--- config.mk ---
export PLATFORM = sky130hd
export DESIGN_NAME = mix_columns_seq_flat
export DESIGN_NICKNAME = d
export VERILOG_FILES = /design/src/rtl/aes_pkg.sv /design/src/rtl/mix_columns_seq_if.sv /design/src/rtl/mix_column_word.sv /design/src/rtl/mix_columns_seq.sv /design/src/flat_wrapper.sv
export SDC_FILE = /design/constraint.sdc
export NUM_CORES = 1
export LEC_CHECK = 0
export CAP_MARGIN = 10
export CORE_ASPECT_RATIO = 1.4
export CORE_UTILIZATION = 40
export CTS_CLUSTER_DIAMETER = 30
export DETAILED_ROUTE_END_ITERATION = 8
export DONT_BUFFER_PORTS = 1
export SYNTH_ARGS = -nofsm -noshare
export SYNTH_HDL_FRONTEND = slang
export SYNTH_SLANG_ARGS = --single-unit
--- constraint.sdc ---
create_clock -name clk -period 8.5 [get_ports clk]
set_input_delay 2.55 -clock clk [delete_from_list [all_inputs] [get_ports clk]]
set_output_delay 2.55 -clock clk [all_outputs]
set_load 0.02 [all_outputs]
--- src/rtl/aes_pkg.sv ---
// Shared AES constants, FSM encoding and GF(2^8) helper for the round datapath.
package aes_pkg;

    localparam logic [7:0] AES_POLY = 8'h1b;
    localparam int unsigned STATE_W = 128;
    localparam int unsigned COL_W   = 32;

    typedef enum logic [1:0] {
        StIdle,
        StBusy,
        StDone
    } mix_state_e;

    function automatic logic [7:0] xtime(input logic [7:0] b);
        return {b[6:0], 1'b0} ^ (b[7] ? AES_POLY : 8'h00);
    endfunction

endpackage

--- src/rtl/mix_columns_seq_if.sv ---
// Valid/ready handshake bundle for the MixColumns stage: state in, transformed state out.
interface mix_columns_seq_if;
    import aes_pkg::*;

    logic               in_valid;
    logic               in_ready;
    logic               in_inv;
    logic [STATE_W-1:0] in_data;
    logic               out_valid;
    logic               out_ready;
    logic [STATE_W-1:0] out_data;

    modport slave (
        input  in_valid, in_inv, in_data, out_ready,
        output in_ready, out_valid, out_data
    );

    modport master (
        output in_valid, in_inv, in_data, out_ready,
        input  in_ready, out_valid, out_data
    );
endinterface

--- src/rtl/mix_column_word.sv ---
// Combinational MixColumns / InvMixColumns on one 32-bit column, row 0 in the MSB byte.
module mix_column_word
    import aes_pkg::*;
(
    input  logic [COL_W-1:0] i_col,
    input  logic             i_inv,
    output logic [COL_W-1:0] o_col
);

    logic [7:0] w_a[4];
    logic [7:0] w_x2[4];
    logic [7:0] w_x4[4];
    logic [7:0] w_x8[4];
    logic [7:0] w_m3[4];
    logic [7:0] w_m9[4];
    logic [7:0] w_m11[4];
    logic [7:0] w_m13[4];
    logic [7:0] w_m14[4];

    always_comb begin
        for (int r = 0; r < 4; r++) begin
            w_a[r]   = i_col[COL_W-1-8*r -: 8];
            w_x2[r]  = xtime(w_a[r]);
            w_x4[r]  = xtime(w_x2[r]);
            w_x8[r]  = xtime(w_x4[r]);
            w_m3[r]  = w_x2[r] ^ w_a[r];
            w_m9[r]  = w_x8[r] ^ w_a[r];
            w_m11[r] = w_x8[r] ^ w_x2[r] ^ w_a[r];
            w_m13[r] = w_x8[r] ^ w_x4[r] ^ w_a[r];
            w_m14[r] = w_x8[r] ^ w_x4[r] ^ w_x2[r];
        end

        if (i_inv) begin
            o_col = {w_m14[0] ^ w_m11[1] ^ w_m13[2] ^ w_m9[3],
                     w_m9[0]  ^ w_m14[1] ^ w_m11[2] ^ w_m13[3],
                     w_m13[0] ^ w_m9[1]  ^ w_m14[2] ^ w_m11[3],
                     w_m11[0] ^ w_m13[1] ^ w_m9[2]  ^ w_m14[3]};
        end else begin
            o_col = {w_x2[0] ^ w_m3[1] ^ w_a[2]  ^ w_a[3],
                     w_a[0]  ^ w_x2[1] ^ w_m3[2] ^ w_a[3],
                     w_a[0]  ^ w_a[1]  ^ w_x2[2] ^ w_m3[3],
                     w_m3[0] ^ w_a[1]  ^ w_a[2]  ^ w_x2[3]};
        end
    end

endmodule

--- src/rtl/mix_columns_seq.sv ---
// Sequential MixColumns stage: one shared column transform walks the four columns of a state.
module mix_columns_seq
    import aes_pkg::*;
#(
    parameter int unsigned NUM_COLS = 4
) (
    input  logic              clk,
    input  logic              rst_n,
    mix_columns_seq_if.slave  bus,
    output logic              busy
);

    localparam int unsigned CNT_W  = (NUM_COLS > 1) ? $clog2(NUM_COLS) : 1;
    localparam int unsigned BASE_W = $clog2(STATE_W);

    mix_state_e         r_state;
    logic [CNT_W-1:0]   r_col_cnt;
    logic [STATE_W-1:0] r_work;
    logic [STATE_W-1:0] r_out;
    logic               r_inv;
    logic               r_valid;

    logic [BASE_W-1:0]  w_base;
    logic [COL_W-1:0]   w_col;
    logic [COL_W-1:0]   w_mixed;

    // Column 0 sits in the top 32 bits, so the slice base counts down with col_cnt.
    assign w_base = BASE_W'(COL_W * (NUM_COLS - 1 - int'(r_col_cnt)));
    assign w_col  = r_work[w_base +: COL_W];

    mix_column_word u_mix_column_word (
        .i_col (w_col),
        .i_inv (r_inv),
        .o_col (w_mixed)
    );

    always_ff @(posedge clk or negedge rst_n) begin
        if (!rst_n) begin
            r_state   <= StIdle;
            r_col_cnt <= '0;
            r_work    <= '0;
            r_out     <= '0;
            r_inv     <= 1'b0;
            r_valid   <= 1'b0;
        end else begin
            unique case (r_state)
                StIdle: begin
                    if (bus.in_valid) begin
                        r_work    <= bus.in_data;
                        r_inv     <= bus.in_inv;
                        r_col_cnt <= '0;
                        r_state   <= StBusy;
                    end
                end
                StBusy: begin
                    r_out[w_base +: COL_W] <= w_mixed;
                    r_col_cnt              <= r_col_cnt + CNT_W'(1);
                    if (r_col_cnt == CNT_W'(NUM_COLS - 1)) begin
                        r_state <= StDone;
                        r_valid <= 1'b1;
                    end
                end
                StDone: begin
                    if (bus.out_ready) begin
                        r_valid <= 1'b0;
                        r_state <= StIdle;
                    end
                end
                default: r_state <= StIdle;
            endcase
        end
    end

    assign bus.in_ready  = (r_state == StIdle);
    assign bus.out_valid = r_valid;
    assign bus.out_data  = r_out;
    assign busy          = (r_state != StIdle);

endmodule

--- src/flat_wrapper.sv ---
// flat-port wrapper written by rule: the top's interface ports become plain ports
module mix_columns_seq_flat import aes_pkg::*;
#(
    parameter int unsigned NUM_COLS = 4
)
  (clk, rst_n, busy, bus_in_valid, bus_in_inv, bus_in_data, bus_out_ready, bus_in_ready, bus_out_valid, bus_out_data);
  mix_columns_seq_if bus_i ();
  input  logic clk;
  input  logic rst_n;
  output logic busy;
  input wire logic [$bits(bus_i.in_valid)-1:0] bus_in_valid;
  input wire logic [$bits(bus_i.in_inv)-1:0] bus_in_inv;
  input wire logic [$bits(bus_i.in_data)-1:0] bus_in_data;
  input wire logic [$bits(bus_i.out_ready)-1:0] bus_out_ready;
  output wire logic [$bits(bus_i.in_ready)-1:0] bus_in_ready;
  output wire logic [$bits(bus_i.out_valid)-1:0] bus_out_valid;
  output wire logic [$bits(bus_i.out_data)-1:0] bus_out_data;
  assign bus_i.in_valid = bus_in_valid;
  assign bus_i.in_inv = bus_in_inv;
  assign bus_i.in_data = bus_in_data;
  assign bus_i.out_ready = bus_out_ready;
  assign bus_in_ready = bus_i.in_ready;
  assign bus_out_valid = bus_i.out_valid;
  assign bus_out_data = bus_i.out_data;
  mix_columns_seq #(.NUM_COLS(NUM_COLS)) u_core (.clk(clk), .rst_n(rst_n), .bus(bus_i), .busy(busy));
endmodule
==> results of run 1 <==
cells in the mapped netlist, types with 2 or more instances:
master    number  area [um^2]
xor2_4         2         55.1
mux2i_1        3         30.0
and3_1         2         12.5
buf_4          6         45.0
xor2_1        35          307
buf_1          2         7.51
nor2_1         8         30.0
o31ai_1        9         67.6
a22o_1        13          114
xor3_1         4         95.1
xnor2_1      109          955
nand4_1        2         12.5
dfrtp_1      262         6560
a21oi_1        9         45.0
nand2_1      131          492
o21ai_1       20          100
o21ai_0       89          445
ha_1           5         62.6
buf_2          8         40.0
mux2_2       131         1480
nor2b_1        2         12.5
xnor3_1       18          405
mux4_2        32          721
buf_6          3         33.8
clkbuf_1      42          158
inv_1          5         18.8
xnor2_2       10          163
nor3_1         3         15.0
per-stage QoR:
stage,area (um^2),hold WS (ns),instances,utilization (%),setup WS (ns)
3_3_place_gp,12900,0.484,1319,41.9,3.88
5_1_grt,14600,0.513,1404,47.2,4.00
3_5_place_dp,12900,0.492,1319,41.9,3.89
2_1_floorplan,12600,0.459,979,-,4.63
4_1_cts,14600,0.502,1404,47.2,4.15
6_report,14600,0.500,1406,47.2,4.33
flip-flops by register name, indices dropped and copies added (netlist names):
register	cells
u_core.bus.out_data	128
u_core.r_state	2
u_core.r_col_cnt	2
u_core.bus.out_valid	1
u_core.r_work	128
u_core.r_inv	1
final cells by class:
class | instances | area, um^2
sequential | 262 | 6560
inverter | 5 | 18.8
timing repair buffer | 12 | 90.1
tap | 390 | 488
clock buffer | 51 | 1210
clock inverter | 34 | 443
antenna | 2 | 5.00
fill | 2754 | 16300
multi-input combinational | 650 | 5780
worst reg2reg max path: stages, from the launching register on:
cell     delay (ns)
dfrtp_2        0.62
buf_4          0.55
mux4_2         0.74
xor2_1         0.41
xnor3_1        0.61
xnor3_1        0.48
nand2_1        0.08
xnor2_1        0.38
o21ai_0        0.17
how the worst max path moves through the flow:
stage	from	endpoint	slack [ns]
2_1_floorplan	bus_in_valid	u_core.r_work[115]	4.63
3_3_place_gp	bus_in_valid	u_core.r_work[117]	3.88
3_5_place_dp	bus_in_valid	u_core.r_work[83]	3.89
4_1_cts	u_core.r_col_cnt[0]	u_core.bus.out_data[68]	4.15
5_1_grt	u_core.r_col_cnt[0]	u_core.bus.out_data[36]	4.00
6_report	u_core.r_col_cnt[0]	u_core.bus.out_data[68]	4.33
logic make-up after synthesis:
logic type | count (synthesis)
xor+xnor | 182
compound gates | 141
flops | 262
simple gates | 155
fa+ha+maj | 5
buf+inv | 67
mux | 167
layer usage:
layer  track usage, %  vias to the layer above  wire length [um]  part of all wire [%]
met3             6.09                       59              2260                   7.1
li1                 -                     3380                 -                     -
met1             22.3                     3675             12200                    38
met2             36.0                      224             16600                    52
met5                0                        -                32                  0.10
met4             6.76                        6               754                   2.4
==> qor.csv, run 1 <==
stage;metric;value;unit
floorplanning;fp.dieW;152;um
run_status;violations;DRC;
routing;ant_nets;0;
routing;routed_wl;31.8;mm
yosys;synth_edf_count;0;
worst_setup_path;path_common_cell;xnor3_1;
clock_tree;root_buffer;clkbuf_16;
timing;worst_pin_slew;0.844;ns
global_routing;first_global_vias;7981;
clock_tree;cts_tree;yes;
worst_setup_path;cp-start-kind;register;
floorplanning;die_area;32300;um^2
global_routing;antenna_found_initial;5;
yosys;synth_warnings;0;
yosys;synth-seq-cells;262;
timing;fmax;240;MHz
timing;fin_crit;4.17;ns
yosys;synth.distinct_cells;42;
hold_path;whs_endpoint;u_core.r_work[112];
global_routing;grt_use_total;20.0;%
worst_setup_path;r2r_cells;8;
yosys;yosys-mux-area-fraction;17.7;%
timing;slew_viol_final;0;
cells_and_area;area_growth_syn_to_layout;15.4;%
yosys;synth_top_family_by_area;multiplexers;
routing;wl_per_cell;22.6;um
routing;vias_per_cell;5.22;
timing;clock_skew;0.0220;ns
timing;finalHoldViolCount;0;
flow_run;maxCapViolations;0;
yosys;synthesis.instances;979;
clock_tree;numCtsBuffers;46;
yosys;synth_xor_area_share;16.4;%
floorplanning;pin_count;264;
clock_tree;cts.sinks;262;
routing;drcViolationCount;26;
yosys;syn_area;12600;um^2
worst_setup_path;worst-path-stages;8;
placed_design;port_buffers;0;
worst_setup_path;worstSetupPathType;register to register;
timing;setup_viol;0;
clock_tree;post_cts_buffers;0;
floorplanning;core_area;30900;um^2
worst_setup_path;endpoint_kind;register;
yosys;synth_compound_area_share;6.17;%
yosys;synth-main-ff-cell;dfrtp_1;
yosys;ys_async_sr_fraction;100;%
clock_tree;cts.repair.resized;0;
clock_tree;path_clk_slew;0.06;ns
worst_setup_path;worstPathRequired;8.91;ns
yosys;synthSimpleGateAreaFrac;4.91;%
worst_setup_path;path_cells;buf_4 -> mux4_2 -> xor2_1 -> xnor3_1 -> xnor3_1 -> nand2_1 -> xnor2_1 -> o21ai_0;
clock_tree;htreeDepth;2;
hold_path;hold_depth;1;
worst_setup_path;rrSetupSlack;4.33;ns
timing;rsz0062_at_grt;false;
global_routing;grt-ovfl-total;0;
worst_setup_path;max_stage_delay;0.71;ns
worst_setup_path;r2r-end;u_core.bus.out_data[68];
yosys;syn_nets;1117;
timing;tns;0;ns
yosys;synth-seq-area-share;51.8;%
clock_tree;worstSkewPairLatency;0.54;ns
routing;vias;7344;
global_routing;grt_max_degree;263;
clock_tree;clock_path_buffers;3;
worst_setup_path;path_delay_family;XOR/XNOR gates;
worst_setup_path;crit_arrival;4.57;ns
run_status;status;finished with violations;
yosys;synth_area_per_cell;12.9;um^2
yosys;yosys.area_share.adder;0.495;%
timing;max_slew_margin;43.7;%
cells_and_area;nets;1115;
global_routing;grt_pass1_wl;48.7;mm
timing;min_period_over_period;49.0;%
placed_design;gp_congestion;0.815;
worst_setup_path;slowest_stage;mux4_2;
floorplanning;num_rows;76;
worst_setup_path;crit_fanout;26;
hold_path;hp-start;u_core.r_work[112];
hold_path;hold_class;register to register;
cells_and_area;layout_commonest_cell;dfrtp_1;
routing;drt_iter0_drc;275;
routing;first_pass_iters;9;
clock_tree;ctsHoldBuffers;0;
floorplanning;die_h;212;um
worst_setup_path;r2r-start;u_core.r_col_cnt[0];
floorplanning;initial_utilization;40.9;%
cells_and_area;final_cell_mix;dfrtp_1, mux2_2, nand2_1;
worst_setup_path;cp.buffers_inverters;1;
placed_design;hpwl;22.7;mm
cells_and_area;drive_above_1_share;27.8;%
Power of run 1 is not shown: default switching activity piles up to over one toggle a cycle in this logic, so the estimate is an artifact.
==> run 2, diff against run 1 <==
clock period = 3.4 ns   (was 8.5 ns; I/O delays follow)
==> qor.csv, run 2 (synthesis gave the netlist of run 1 again) <==
stage;metric;value;unit;change
run_status;status;finished with violations;;unchanged
run_status;violations;DRC;;unchanged
placed_design;port_buffers;0;;unchanged
global_routing;grt_pass1_wl;50.7;mm;was 48.7 mm
floorplanning;initial_utilization;40.9;%;unchanged
timing;max_slew_margin;53.4;%;was 43.7%
timing;fin_crit;3.26;ns;was 4.17 ns
floorplanning;die_h;212;um;unchanged
worst_setup_path;endpoint;u_core.bus.out_data[52];;was u_core.bus.out_data[68]
worst_setup_path;endpoint_kind;register;;unchanged
placed_design;dp.cells;1365;;was 1,319
cells_and_area;final_cell_mix;dfrtp_1, mux2_2, nand2_1;;unchanged
worst_setup_path;r2r-start;u_core.r_col_cnt[0];;unchanged
global_routing;grt-ovfl-total;0;;unchanged
clock_tree;path_clk_slew;0.05;ns;was 0.06 ns
routing;drcViolationCount;14;;was 26
cells_and_area;fillers;2700;;was 2,754
placed_design;preCtsSetupSlack;0.0451;ns;was 3.89 ns
cells_and_area;drive_above_1_share;31.7;%;was 27.8%
worst_setup_path;max_stage_delay;0.61;ns;was 0.71 ns
worst_setup_path;crit_arrival;3.65;ns;was 4.57 ns
global_routing;grt_max_degree;263;;unchanged
hold_path;hold_class;input port to async pin;;was register to register
worst_setup_path;crit_fanout;13;;was 26
floorplanning;fp.dieW;152;um;unchanged
placed_design;hpwl;24.1;mm;was 22.7 mm
routing;vias_per_cell;5.26;;was 5.22
worst_setup_path;path_common_cell;xnor3_1;;unchanged
worst_setup_path;worstPathRequired;3.80;ns;was 8.91 ns
global_routing;first_global_vias;8245;;was 7,981
clock_tree;clock_path_buffers;3;;unchanged
routing;routed_wl;33.6;mm;was 31.8 mm
worst_setup_path;cp-start-kind;register;;unchanged
global_routing;antenna_found_initial;3;;was 5
clock_tree;root_buffer;clkbuf_16;;unchanged
cells_and_area;nets;1168;;was 1,115
worst_setup_path;r2r_cells;9;;was 8
cells_and_area;area_growth_syn_to_layout;19.1;%;was 15.4%
timing;fin_ws;0.144;ns;was 4.33 ns
worst_setup_path;rrSetupSlack;0.14;ns;was 4.33 ns
placed_design;gp_congestion;0.954;;was 0.815
timing;fmax;307;MHz;was 240 MHz
timing;clock_skew;0.0196;ns;was 0.0220 ns
routing;wl_per_cell;23.1;um;was 22.6 um
timing;min_period_over_period;95.8;%;was 49.0%
floorplanning;pin_count;264;;unchanged
routing;ant_nets;0;;unchanged
timing;slew_viol_final;0;;unchanged
worst_setup_path;path_cells;buf_12 -> buf_4 -> mux4_2 -> xor2_2 -> xnor3_1 -> xnor3_1 -> xnor2_1 -> a21oi_2 -> o21ai_0;;was buf_4 -> mux4_2 -> xor2_1 -> xnor3_1 -> xnor3_1 -> nand2_1 -> xnor2_1 -> o21ai_0
flow_run;maxCapViolations;0;;unchanged
cells_and_area;layout_commonest_cell;dfrtp_1;;unchanged
floorplanning;die_area;32300;um^2;unchanged
worst_setup_path;r2r-end;u_core.bus.out_data[52];;was u_core.bus.out_data[68]
worst_setup_path;worstSetupPathType;register to register;;unchanged
clock_tree;worstSkewPairLatency;0.54;ns;about the same
routing;drt_iter0_drc;410;;was 275
worst_setup_path;slowest_stage;mux4_2;;unchanged
clock_tree;numCtsBuffers;46;;unchanged
routing;vias;7659;;was 7,344
global_routing;grt_use_total;20.9;%;was 20.0%
cells_and_area;final_cell_count_no_fill;1455;;was 1,406
timing;finalHoldViolCount;0;;unchanged
timing;setup_viol;0;;unchanged
clock_tree;cts.sinks;262;;unchanged
routing;first_pass_iters;7;;was 9
clock_tree;htreeDepth;2;;unchanged
cells_and_area;final-seq-area;6560;um^2;unchanged
floorplanning;core_area;30900;um^2;unchanged
clock_tree;cts_tree;yes;;unchanged
floorplanning;num_rows;76;;unchanged
worst_setup_path;cp-startpoint;u_core.r_col_cnt[0];;unchanged
timing;worst_pin_slew;0.699;ns;was 0.844 ns
cells_and_area;multi_input_area;5810;um^2;was 5780 um^2
-- run 2: routing by layer --
| metal | part of all wire (%) | global-route usage (%) | up-vias |
|---|---|---|---|
| met2 | 53 | 37.7 | 273 |
| met3 | 7.6 | 6.05 | 62 |
| met1 | 37 | 23.0 | 3836 |
| li1 | - | - | 3484 |
| met5 | 0.080 | 0 | - |
| met4 | 3.0 | 8.27 | 4 |
-- run 2: timing repair --
action	CTS	global route
setup buffers	0	6
endpoints found under the setup margin	0	21
hold endpoints to repair	0	0
resized for setup	0	6
hold buffers	0	0
-- run 2: metrics by stage --
| stage | area, um^2 | util, % | TNS, ns | hold WS, ns |
|---|---|---|---|---|
| 6_report | 15100 | 48.7 | 0 | 0.193 |
| 5_1_grt | 15100 | 48.7 | -0.0101 | 0.170 |
| 4_1_cts | 15000 | 48.4 | 0 | 0.160 |
| 3_5_place_dp | 13300 | 43.1 | 0 | 0.490 |
| 3_3_place_gp | 13300 | 43.1 | 0 | 0.485 |
| 2_1_floorplan | 12600 | - | 0 | 0.459 |
-- run 2: how the worst min path moves through the flow --
stage	start	end	slack [ns]	depth (start not counted)
6_report	rst_n	u_core.r_work[3]	0.19	0
3_3_place_gp	u_core.r_work[51]	u_core.r_work[51]	0.48	1
3_5_place_dp	u_core.r_work[51]	u_core.r_work[51]	0.49	1
4_1_cts	rst_n	u_core.r_work[68]	0.16	0
5_1_grt	rst_n	u_core.r_work[65]	0.17	0
2_1_floorplan	u_core.r_state[1]	u_core.r_state[0]	0.46	1
-- run 2: worst max-delay path: cells and delay by family, from the launching register on --
family | cells | cell delay [ns]
xor+xnor | 4 | 1.27
mux | 1 | 0.61
flops | 1 | 0.46
compound gates | 2 | 0.40
buf+inv | 2 | 0.36
-- run 2: cell type report --
| cell class | count | area share [%] |
|---|---|---|
| clock buffers | 52 | 7.99 |
| flip-flops and latches | 262 | 43.5 |
| well taps | 390 | 3.24 |
| multi-input cells | 650 | 38.6 |
| clock inverters | 30 | 2.88 |
| inverters | 5 | 0.125 |
| repair buffers | 65 | 3.61 |
| diodes | 1 | 0.0166 |
Power of run 2 is left out for the same reason.
